File: src/rtl/instruction_fetch_unit.sv
// Instruction fetch unit: owns the PC, issues one cache fetch at a time, buffers {pc, word} toward decode.
// Optional perf counters are enabled with IFU_PERF_COUNTERS_EN.
module instruction_fetch_unit #(
    parameter int          FIFO_DEPTH   = 4,
    parameter logic [31:0] RESET_VECTOR = 32'h0000_0000
) (
    input  logic        HCLK,
    input  logic        HRESETn,
    output logic [31:0] cpu_addr,
    output logic        cpu_req,
    input  logic [31:0] cpu_data,
    input  logic        cpu_ready,
    input  logic        redirect_valid,
    input  logic [31:0] redirect_pc,
    output logic        instr_valid,
    output logic [31:0] instr_data,
    output logic [31:0] instr_pc,
    input  logic        instr_ready
`ifdef IFU_PERF_COUNTERS_EN
    ,
    output logic [31:0] perf_fetch_count,
    output logic [31:0] perf_squash_count
`endif
);

    localparam int PW = (FIFO_DEPTH > 1) ? $clog2(FIFO_DEPTH) : 1;
    localparam int CW = $clog2(FIFO_DEPTH + 1);

    typedef enum logic [1:0] {IDLE, RUN, SQUASH} state_t;

    state_t          state_q, state_d;
    logic [31:0]     fetch_pc_q, fetch_pc_d;
    logic [31:0]     pend_pc_q, pend_pc_d;
    logic [CW-1:0]   count_q, count_d;
    logic [PW-1:0]   wr_ptr_q, wr_ptr_d;
    logic [PW-1:0]   rd_ptr_q, rd_ptr_d;
    logic [31:0]     mem_pc_q   [FIFO_DEPTH];
    logic [31:0]     mem_data_q [FIFO_DEPTH];

    logic            push;
    logic            drop;
    logic            pop;
    logic            done;
    logic [31:0]     rpc;
    logic            unused_rpc_bits;

    assign rpc             = {redirect_pc[31:2], 2'b00};
    assign unused_rpc_bits = ^redirect_pc[1:0];

    always_ff @(posedge HCLK or negedge HRESETn) begin
        if (!HRESETn) begin
            state_q <= IDLE;
        end else begin
            state_q <= state_d;
        end
    end

    // A redirect voids any pop in the same cycle because the whole buffer is flushed.
    always_comb begin
        state_d    = state_q;
        fetch_pc_d = fetch_pc_q;
        pend_pc_d  = pend_pc_q;
        push       = 1'b0;
        drop       = 1'b0;
        pop        = (count_q != '0) && instr_ready && !redirect_valid;
        done       = (state_q != IDLE) && cpu_ready;
        case (state_q)
            IDLE: begin
                if (redirect_valid) begin
                    fetch_pc_d = rpc;
                    state_d    = RUN;
                end else if ((count_q - CW'(pop)) < CW'(FIFO_DEPTH)) begin
                    state_d = RUN;
                end
            end
            RUN: begin
                if (redirect_valid) begin
                    if (done) begin
                        drop       = 1'b1;
                        fetch_pc_d = rpc;
                    end else begin
                        pend_pc_d = rpc;
                        state_d   = SQUASH;
                    end
                end else if (done) begin
                    push       = 1'b1;
                    fetch_pc_d = fetch_pc_q + 32'd4;
                    if ((count_q + CW'(1) - CW'(pop)) == CW'(FIFO_DEPTH)) begin
                        state_d = IDLE;
                    end
                end
            end
            SQUASH: begin
                // The cache latched the old address; wait for it, then jump to the newest target.
                if (done) begin
                    drop       = 1'b1;
                    fetch_pc_d = redirect_valid ? rpc : pend_pc_q;
                    state_d    = RUN;
                end else if (redirect_valid) begin
                    pend_pc_d = rpc;
                end
            end
            default: begin
                state_d = IDLE;
            end
        endcase
    end

    always_comb begin
        cpu_req     = (state_q != IDLE);
        cpu_addr    = fetch_pc_q;
        instr_valid = (count_q != '0);
        instr_pc    = mem_pc_q[rd_ptr_q];
        instr_data  = mem_data_q[rd_ptr_q];
    end

    always_comb begin
        count_d  = count_q;
        wr_ptr_d = wr_ptr_q;
        rd_ptr_d = rd_ptr_q;
        if (redirect_valid) begin
            count_d  = '0;
            wr_ptr_d = '0;
            rd_ptr_d = '0;
        end else begin
            count_d = count_q + CW'(push) - CW'(pop);
            if (push) wr_ptr_d = wr_ptr_q + PW'(1);
            if (pop)  rd_ptr_d = rd_ptr_q + PW'(1);
        end
    end

    always_ff @(posedge HCLK or negedge HRESETn) begin
        if (!HRESETn) begin
            fetch_pc_q <= RESET_VECTOR;
            pend_pc_q  <= '0;
            count_q    <= '0;
            wr_ptr_q   <= '0;
            rd_ptr_q   <= '0;
        end else begin
            fetch_pc_q <= fetch_pc_d;
            pend_pc_q  <= pend_pc_d;
            count_q    <= count_d;
            wr_ptr_q   <= wr_ptr_d;
            rd_ptr_q   <= rd_ptr_d;
        end
    end

    always_ff @(posedge HCLK or negedge HRESETn) begin
        if (!HRESETn) begin
            for (int i = 0; i < FIFO_DEPTH; i++) begin
                mem_pc_q[i]   <= '0;
                mem_data_q[i] <= '0;
            end
        end else if (push) begin
            mem_pc_q[wr_ptr_q]   <= fetch_pc_q;
            mem_data_q[wr_ptr_q] <= cpu_data;
        end
    end

`ifdef IFU_PERF_COUNTERS_EN
    logic [31:0] perf_fetch_q, perf_fetch_d;
    logic [31:0] perf_squash_q, perf_squash_d;

    always_comb begin
        perf_fetch_d  = perf_fetch_q + {31'd0, push};
        perf_squash_d = perf_squash_q + {31'd0, drop};
    end

    always_ff @(posedge HCLK or negedge HRESETn) begin
        if (!HRESETn) begin
            perf_fetch_q  <= '0;
            perf_squash_q <= '0;
        end else begin
            perf_fetch_q  <= perf_fetch_d;
            perf_squash_q <= perf_squash_d;
        end
    end

    assign perf_fetch_count  = perf_fetch_q;
    assign perf_squash_count = perf_squash_q;
`else
    logic unused_drop;
    assign unused_drop = drop;
`endif

endmodule

File: config.mk
export PLATFORM = sky130hd
export DESIGN_NAME = instruction_fetch_unit
export DESIGN_NICKNAME = d
export VERILOG_FILES = /design/src/rtl/instruction_fetch_unit.sv
export SDC_FILE = /design/constraint.sdc
export NUM_CORES = 1
export LEC_CHECK = 0
export ABC_AREA = 1
export CAP_MARGIN = 25
export CORE_MARGIN = 2
export CORE_UTILIZATION = 57
export CTS_CLUSTER_DIAMETER = 60
export DETAILED_ROUTE_END_ITERATION = 12
export PLACE_DENSITY = 0.81
export SLEW_MARGIN = 30
export SYNTH_ARGS = -nofsm -noshare
export SYNTH_HDL_FRONTEND = slang
export SYNTH_SLANG_ARGS = --single-unit
File: constraint.sdc
create_clock -name HCLK -period 2.6 [get_ports HCLK]
set_input_delay 0.78 -clock HCLK [delete_from_list [all_inputs] [get_ports HCLK]]
set_output_delay 0.78 -clock HCLK [all_outputs]
set_load 0.03 [all_outputs]
==> results of run 1 <==
metal layers:
layer | global-route usage [%] | vias up | wire length (um)
met4 | 11.83 | 0 | 1938
met3 | 4.136 | 158 | 3805
li1 | - | 6599 | -
met5 | 0 | - | 0
met1 | 40.75 | 7070 | 18640
met2 | 51.36 | 771 | 23320
kinds of logic (layout without fill, tap and decap cells):
kind of cell / Yosys count / after routing
and+or+nand+nor: 694 / 694
AOI/OAI and AO/OA: 579 / 579
DFF: 329 / 329
buffers and inverters: 244 / 461
adders and majority gates: 15 / 15
muxes: 4 / 4
xor gates and xnor gates: 1 / 1
repair_timing:
| item | CTS | global route |
|---|---|---|
| setup buffers | 13 | 6 |
| resized for setup | 181 | 275 |
| pin swaps | 16 | 54 |
| setup endpoints to repair | 66 | 64 |
| gates cloned | 7 | 16 |
worst reg2reg max path, cell delays in order, from the launching register on:
cell     delay [ns]
dfrtp_1        0.41
inv_1          0.08
ha_1           0.24
inv_1          0.10
nand2_1        0.11
nor2_4         0.12
inv_1          0.06
ha_1           0.28
inv_1          0.06
ha_1           0.13
inv_1          0.05
fa_1           0.37
xor2_1         0.16
nor2_1         0.05
flip-flops by register name, indices dropped and copies added, names as in the netlist:
signal	flops
mem_data_q	128
mem_pc_q	128
cpu_addr	32
pend_pc_q	32
count_q	3
rd_ptr_q	2
state_q	2
wr_ptr_q	2
metrics by stage:
stage | instances | setup WS, ns | setup TNS [ns] | hold WS, ns
detailed placement | 2316 | -0.2416 | -2.026 | 0.4606
floorplan | 1866 | 0.1466 | 0 | 0.4370
global route | 2418 | -0.1925 | -5.823 | 0.2386
global placement | 2316 | -0.1654 | -1.062 | 0.4506
finish | 2418 | -0.1928 | -3.605 | 0.2030
CTS | 2398 | -0.1419 | -4.075 | 0.2169
worst max-delay path by stage:
stage,startpoint,end,depth (start not counted)
2_1_floorplan,redirect_valid,count_q[2]$_DFF_PN0_,12
3_3_place_gp,redirect_valid,count_q[2]$_DFF_PN0_,10
4_1_cts,rd_ptr_q[0]$_DFFE_PN0P_,instr_pc[27],5
5_1_grt,rd_ptr_q[0]$_DFFE_PN0P_,instr_data[17],6
6_report,rd_ptr_q[0]$_DFFE_PN0P_,instr_data[17],6
3_5_place_dp,redirect_valid,state_q[0]$_DFFE_PN0P_,11
layout by cell type, fill, tap and decap left out, types with 9 or more instances in the layout:
cell type	instances
a21oi_1	63
a221oi_1	10
buf_12	34
buf_16	9
buf_4	61
buf_6	45
buf_8	10
clkbuf_16	51
clkdlybuf4s50_1	97
dfrtp_1	327
ha_1	14
inv_1	119
nand2_1	432
nand3_1	41
nor2_1	147
nor2_2	47
nor2_4	17
o21ai_0	52
o21ai_1	322
o21ai_2	51
o22ai_1	20
o22ai_2	42
power by group:
group	internal [mW]	leakage, nW	switching [mW]
sequential	6.56	4.35	1.23
combinational	5.45	4.71	8.01
clock	3.09	0.586	2.10
final cells by class:
type | count | share of cell area (%)
flip-flops and latches | 329 | 40.15
multi-input cells | 1293 | 33.01
repair buffers | 273 | 16.60
clock buffers | 46 | 4.817
inverters | 126 | 2.390
well taps | 335 | 2.043
clock inverters | 16 | 0.9939
==> summary.txt, run 1 <==
Hold path
  • Hold Path Class: primary input to async pin

Cells and area
  • Synth-to-Final Area Change: 34.48%
  • Area of the multi-input gates: 0.006773 sq mm
  • # fillers: 1634
  • Layout cells sized above 1: 19.88%
  • Final instance area: 0.02052 sq mm
  • Ant. Diodes: 0
  • Reg area: 0.008238 sq mm
  • Nets@finish: 2142
  • Utilization after layout: 78.30%

Setup path
  • Cells along the critical path: clkinv_8 > clkbuf_16 > clkbuf_16 > o21ai_1 > o22ai_1 > buf_4
  • Worst path slowest cell: dfrtp_4
  • Crit-path leading delay family: buffers and inverters
  • Flop2flop setup slack: 0.31 ns
  • CP Capture Type: output port
  • Bufs and invs on worst path: 4
  • Critical path launch point type: flop
  • Worst EP required: 1.82 ns
  • Largest fanout on the critical path: 7
  • CP most frequent cell: clkbuf_16
  • Critical path class: flop to output port
  • RR Endpoint: count_q[2]$_DFF_PN0_
  • Reg2reg start: state_q[0]$_DFFE_PN0P_
  • Arrival @ worst endpoint: 2.01 ns
  • R2R depth: 13
  • Slowest stage delay, CP: 0.51 ns

Job
  • Max_cap viols: 0

Place
  • Area after DPL: 0.01752 sq mm
  • Detailed placement HPWL: 26570 um
  • Buffers on Ports: 164
  • Gpl congestion: 0.8652

Synthesis
  • EDFF count, synth: 0
  • Post-synthesis sequential area ratio: 53.96%
  • Mean post-synth cell area: 8.177 sq um
  • XOR/XNOR Fraction of Synth Area: 0.05740%
  • Post-Synthesis Cell Area: 0.01526 sq mm
  • Post-Synth Simple-Gate Area: 17.80%
  • Syn Inst Count: 1866
  • Leading area contributor after synthesis: dfrtp_1
  • Synth cell count leaders: 436 x nand2_1, 329 x dfrtp_1, 262 x o21ai_1, 203 x nor2_1, 166 x o21ai_0
  • Largest family of logic cells by synthesized area: compound AO/OA/AOI/OAI gates
  • Yosys warns: 0
  • Seq cells post-synth: 329
  • Most frequent cell after synthesis: nand2_1
  • Yosys top cell area share: 53.96%
  • Netlist cell types: 33
  • Mux contribution to synthesized area: 0.2952%
  • Synth Area in Adders: 1.279%
  • Compound-Gate Fraction of Synth Area: 19.98%
  • Syn Nets: 1950
  • Top_reg_cell synth: dfrtp_1
  • Ranking of synthesized cells by area: dfrtp_1 54%, nand2_1 11%, o21ai_1 8.6%, o21ai_0 5.4%, nor2_1 5.0%
  • Fraction of registers with async set or reset after synthesis: 100.0%

GRT
  • Overall routing resource usage: 30.57%
  • Vias in the first global route: 13880
  • Grt ovf: 0
  • Largest net degree at the start of global routing: 62
  • First-pass GRT wire length: 69750 um
  • Initial antenna violation count: 0

Clocking
  • TritonCTS clock tree: yes
  • Clk_lat worst skew: 0.53 ns
  • Hold_buf cts: 0
  • Maximum clock path buffer count: 3
  • Reg clk slew, reported paths: 0.06 ns
  • Htree depth: 2
  • Clk sinks: 329
  • Total CTS buffers: 35
  • Root Buffer: clkbuf_16

STA
  • Max Clock Freq: 358.1 MHz
  • Final setup vio count: 57
  • Max Clock Skew: 0.02234 ns
  • Max Slew Vio Count: 0
  • Worst relative slew slack: 64.19%
  • Hold Fails Final Rpt: 0
  • Setup ws final: -0.1928 ns
  • Fin crit share: 107.4%
  • Worst slew pin tran: 0.5371 ns
  • RSZ-0062 raised after global routing: yes
  • Minimum clock period: 2.793 ns

Routing
  • Pre-Repair DR Iteration Count: 6
  • Total number of vias: 14600
  • Avg Vias per Cell: 6.037
  • DRC violations left: 0
  • Number of routed nets with antenna violations: 0
  • Per-cell routed wire length: 19.73 um
  • WL final: 47700 um
  • Drt initial violations: 1613

Outcome
  • Failing checks: negative setup slack
  • Outcome: complete, but fails checks

Floorplanning
  • Die height: 167.6 um
  • Die Span X: 167.6 um
  • Core area: 0.02621 sq mm
  • Row count: 59
  • Initial Utilization: 58.22%
  • Io pins: 167
  • Full die area: 0.02809 sq mm

Power
  • Power per cell area: 1288 mW/mm^2
  • Pleak: 9.650 nW
  • Total chip power: 26.44 mW
  • Peak VDD IR: 839.9 uV
No activity file was read; power rests on OpenSTA's default activity.
==> inputs of run 2 (changes only) <==
--- a/config.mk
+++ b/config.mk
@@ -9,7 +9,6 @@
 export CAP_MARGIN = 25
 export CORE_MARGIN = 2
 export CORE_UTILIZATION = 57
-export CTS_CLUSTER_DIAMETER = 60
 export DETAILED_ROUTE_END_ITERATION = 12
 export PLACE_DENSITY = 0.81
 export SLEW_MARGIN = 30
==> run 2 against run 1 <==
- global-route usage is 0.20 points lower
- the flow still finishes with violations (negative setup slack)
- cell area is 0.84% lower
- cell count is 0.29% lower
- total power is 0.26% lower
- routed wire length is 1.3% lower
- combinational power hardly changed
- first-iteration DRC count is 3.9% lower
- critical path depth stayed put
- sequential share of layout area is 0.34 points higher
- clock power is 2% higher
==> summary.txt, run 2 (same netlist as run 1, synthesis figures left out) <==
Hold path
  • Hold Path Class: primary input to async pin

GRT
  • Overall routing resource usage: 30.37% (-0.20 points)
  • Initial antenna violation count: 0 (unchanged)
  • Largest net degree at the start of global routing: 62 (unchanged)
  • Vias in the first global route: 13750 (-0.90%)
  • First-pass GRT wire length: 69330 um (-0.59%)
  • Grt ovf: 0 (unchanged)

Clocking
  • Htree depth: 2 (unchanged)
  • Hold_buf cts: 0 (unchanged)
  • Clk_lat worst skew: 0.53 ns (about the same)
  • Root Buffer: clkbuf_16
  • TritonCTS clock tree: yes
  • Clk sinks: 329 (unchanged)
  • Total CTS buffers: 35 (unchanged)
  • Reg clk slew, reported paths: 0.06 ns (about the same)
  • Maximum clock path buffer count: 3 (unchanged)

Routing
  • Total number of vias: 14520 (-0.51%)
  • Met2 wire len: 22830 um (-2.1%)
  • Met3 wire length: 3577 um (-6.0%)
  • Drt initial violations: 1550 (-3.9%)
  • DRC violations left: 0 (unchanged)
  • WL final: 47090 um (-1.3%)
  • Met1 WL: 18780 um (+0.78%)
  • Avg Vias per Cell: 6.024 (-0.22%)
  • Pre-Repair DR Iteration Count: 6 (unchanged)
  • Highest metal used: met4
  • Per-cell routed wire length: 19.53 um (-1.0%)
  • Number of routed nets with antenna violations: 0 (unchanged)

STA
  • Worst relative slew slack: 64.31% (+0.12 points)
  • Max Clock Skew: 0.02431 ns (+0.001963 ns)
  • RSZ-0062 raised after global routing: yes
  • Setup ws final: -0.1300 ns (+0.06285 ns)
  • Setup TNS Final: -3.972 ns (-0.3672 ns)
  • Max Clock Freq: 366.3 MHz (+2.3%)
  • Final setup vio count: 57 (unchanged)
  • Worst slew pin tran: 0.5353 ns (-0.001744 ns)
  • Fin crit share: 105.0% (-2.4 points)
  • Max Slew Vio Count: 0 (unchanged)
  • Minimum clock period: 2.730 ns (-0.06285 ns)
  • Hold Fails Final Rpt: 0 (unchanged)

Cells and area
  • Nets@finish: 2134 (-0.37%)
  • Non-filler cells, final: 2411 (-0.29%)
  • Layout cells sized above 1: 18.59% (-1.3 points)
  • Synth-to-Final Area Change: 33.35%
  • Most common cell after layout, fill and taps aside: nand2_1
  • Utilization after layout: 77.64% (-0.66 points)
  • # fillers: 1669 (+2.1%)
  • Largest regs: mem_data_q (128), mem_pc_q (128)
  • Most frequent cells in the layout: 432 x nand2_1, 327 x dfrtp_1, 325 x o21ai_1, 153 x nor2_1, 119 x inv_1
  • Ant. Diodes: 0 (unchanged)

Setup path
  • Largest fanout on the critical path: 8 (+1)
  • Arrival @ worst endpoint: 1.95 ns (-0.06 ns)
  • Critical path launch point type: flop
  • CP Capture Type: output port
  • Slowest stage delay, CP: 0.55 ns (+0.04 ns)
  • Critical path class: flop to output port
  • Worst path slowest cell: dfrtp_4
  • Cells along the critical path: clkinv_8 > buf_16 > clkbuf_16 > nor2_1 > o22ai_2 > buf_6
  • Bufs and invs on worst path: 4 (unchanged)
  • Crit-path leading delay family: buffers and inverters
  • Worst EP required: 1.82 ns (about the same)

Power
  • Pleak: 9.608 nW (-0.44%)
  • Peak VDD IR: 885.7 uV (+5.4%)
  • Flop pwr share: 29.4% (about the same)
  • Logic pwr share: 50.6% (-0.3 points)
  • Power share of the clock group: 20.0% (+0.4 points)
  • Power per cell area: 1296 mW/mm^2 (+0.58%)
  • Net Switching: 11.25 mW (-0.73%)
  • Pint: 15.12 mW (about the same)
  • Switch share: 42.67% (-0.20 points)

Place
  • Detailed placement HPWL: 26570 um (unchanged)
  • Buffers on Ports: 164 (unchanged)
  • Dpl cells: 2316 (unchanged)
  • Gpl congestion: 0.8652 (unchanged)

Floorplanning
  • Die height: 167.6 um (unchanged)
  • Full die area: 0.02809 sq mm (unchanged)
  • Row count: 59 (unchanged)
  • Io pins: 167 (unchanged)
  • Initial Utilization: 58.22% (unchanged)
  • Core area: 0.02621 sq mm (unchanged)
  • Die Span X: 167.6 um (unchanged)

Job
  • Max_cap viols: 0 (unchanged)

Outcome
  • Outcome: complete, but fails checks
  • Failing checks: negative setup slack
## run 2: changes by cell type in the layout (fill, tap and decap cells not counted), sizes merged
cell,previous run,this run
buf,159,154
clkinvlp,2,1
dlymetal6s2s,0,1
clkbuf,61,60
clkdlybuf4s50,97,96
## run 2: per-stage QoR
stage                     hold WS (ns)  worst slack, ns  power (mW)  instance area, sq um
after global routing            0.2255          -0.1987       27.65                 20350
after CTS                       0.2100          -0.1403       24.76                 19390
final                           0.1997          -0.1300       26.37                 20350
after detailed placement        0.4606          -0.2416       18.40                 17520
after floorplan                 0.4370           0.1466       14.20                 15260
after global placement          0.4506          -0.1654       18.09                 17520
## run 2: what timing repair did
action / CTS / global route
pin swaps: 19 / 46
resized for setup: 205 / 215
cloned: 8 / 12
setup endpoints to repair: 66 / 65
setup buffers: 7 / 6
## run 2: power by group through the flow
stage	clock network (mW)	logic (mW)	registers, mW
after floorplan	0	6.41	7.79
final	5.27	13.3	7.75
after global routing	5.51	14.2	7.91
after detailed placement	0	10.8	7.64
after global placement	0	10.5	7.57
after CTS	5.29	11.9	7.60
## run 2: worst register-to-register path, cell delays in order (launching register included)
cell and delay, ns:
dfrtp_1 0.41, inv_1 0.08, ha_1 0.24, inv_1 0.10, nand2_1 0.11, nor2_4 0.12, inv_1 0.06, ha_1 0.28
inv_1 0.06, ha_1 0.13, inv_1 0.05, fa_1 0.37, xor2_1 0.16, nor2_1 0.05
## run 2: worst paths after layout
kind | cells past startpoint | to | from | slack [ns]
max | 6 | instr_data[12] | rd_ptr_q[0]$_DFFE_PN0P_ | -0.13
min | 1 | mem_data_q[27]$_DFFE_PN0P_ | HRESETn | 0.20
max reg2reg | 13 | count_q[2]$_DFF_PN0_ | state_q[0]$_DFFE_PN0P_ | 0.31
min reg2reg | 2 | pend_pc_q[0]$_DFFE_PN0P_ | pend_pc_q[0]$_DFFE_PN0P_ | 0.47
max in group asynchronous | 2 | mem_data_q[8]$_DFFE_PN0P_ | HRESETn | 1.64
min in group HCLK | 2 | pend_pc_q[0]$_DFFE_PN0P_ | pend_pc_q[0]$_DFFE_PN0P_ | 0.47
## run 2: per-layer routing
layer,up-vias,global-route usage (%)
li1,6585,-
met1,7020,40.94
met2,767,50.69
met3,152,4.278
met4,0,11.12
met5,-,0
## run 2: area by class of cell
| type | count | area [sq um] | area share, % |
|---|---|---|---|
| repair buffers | 265 | 3289 | 16.17 |
| flip-flops and latches | 329 | 8238 | 40.49 |
| multi-input cells | 1293 | 6688 | 32.87 |
| well taps | 335 | 419.2 | 2.060 |
| clock buffers | 48 | 1026 | 5.042 |
| inverters | 126 | 490.5 | 2.411 |
| clock inverters | 15 | 196.4 | 0.9654 |
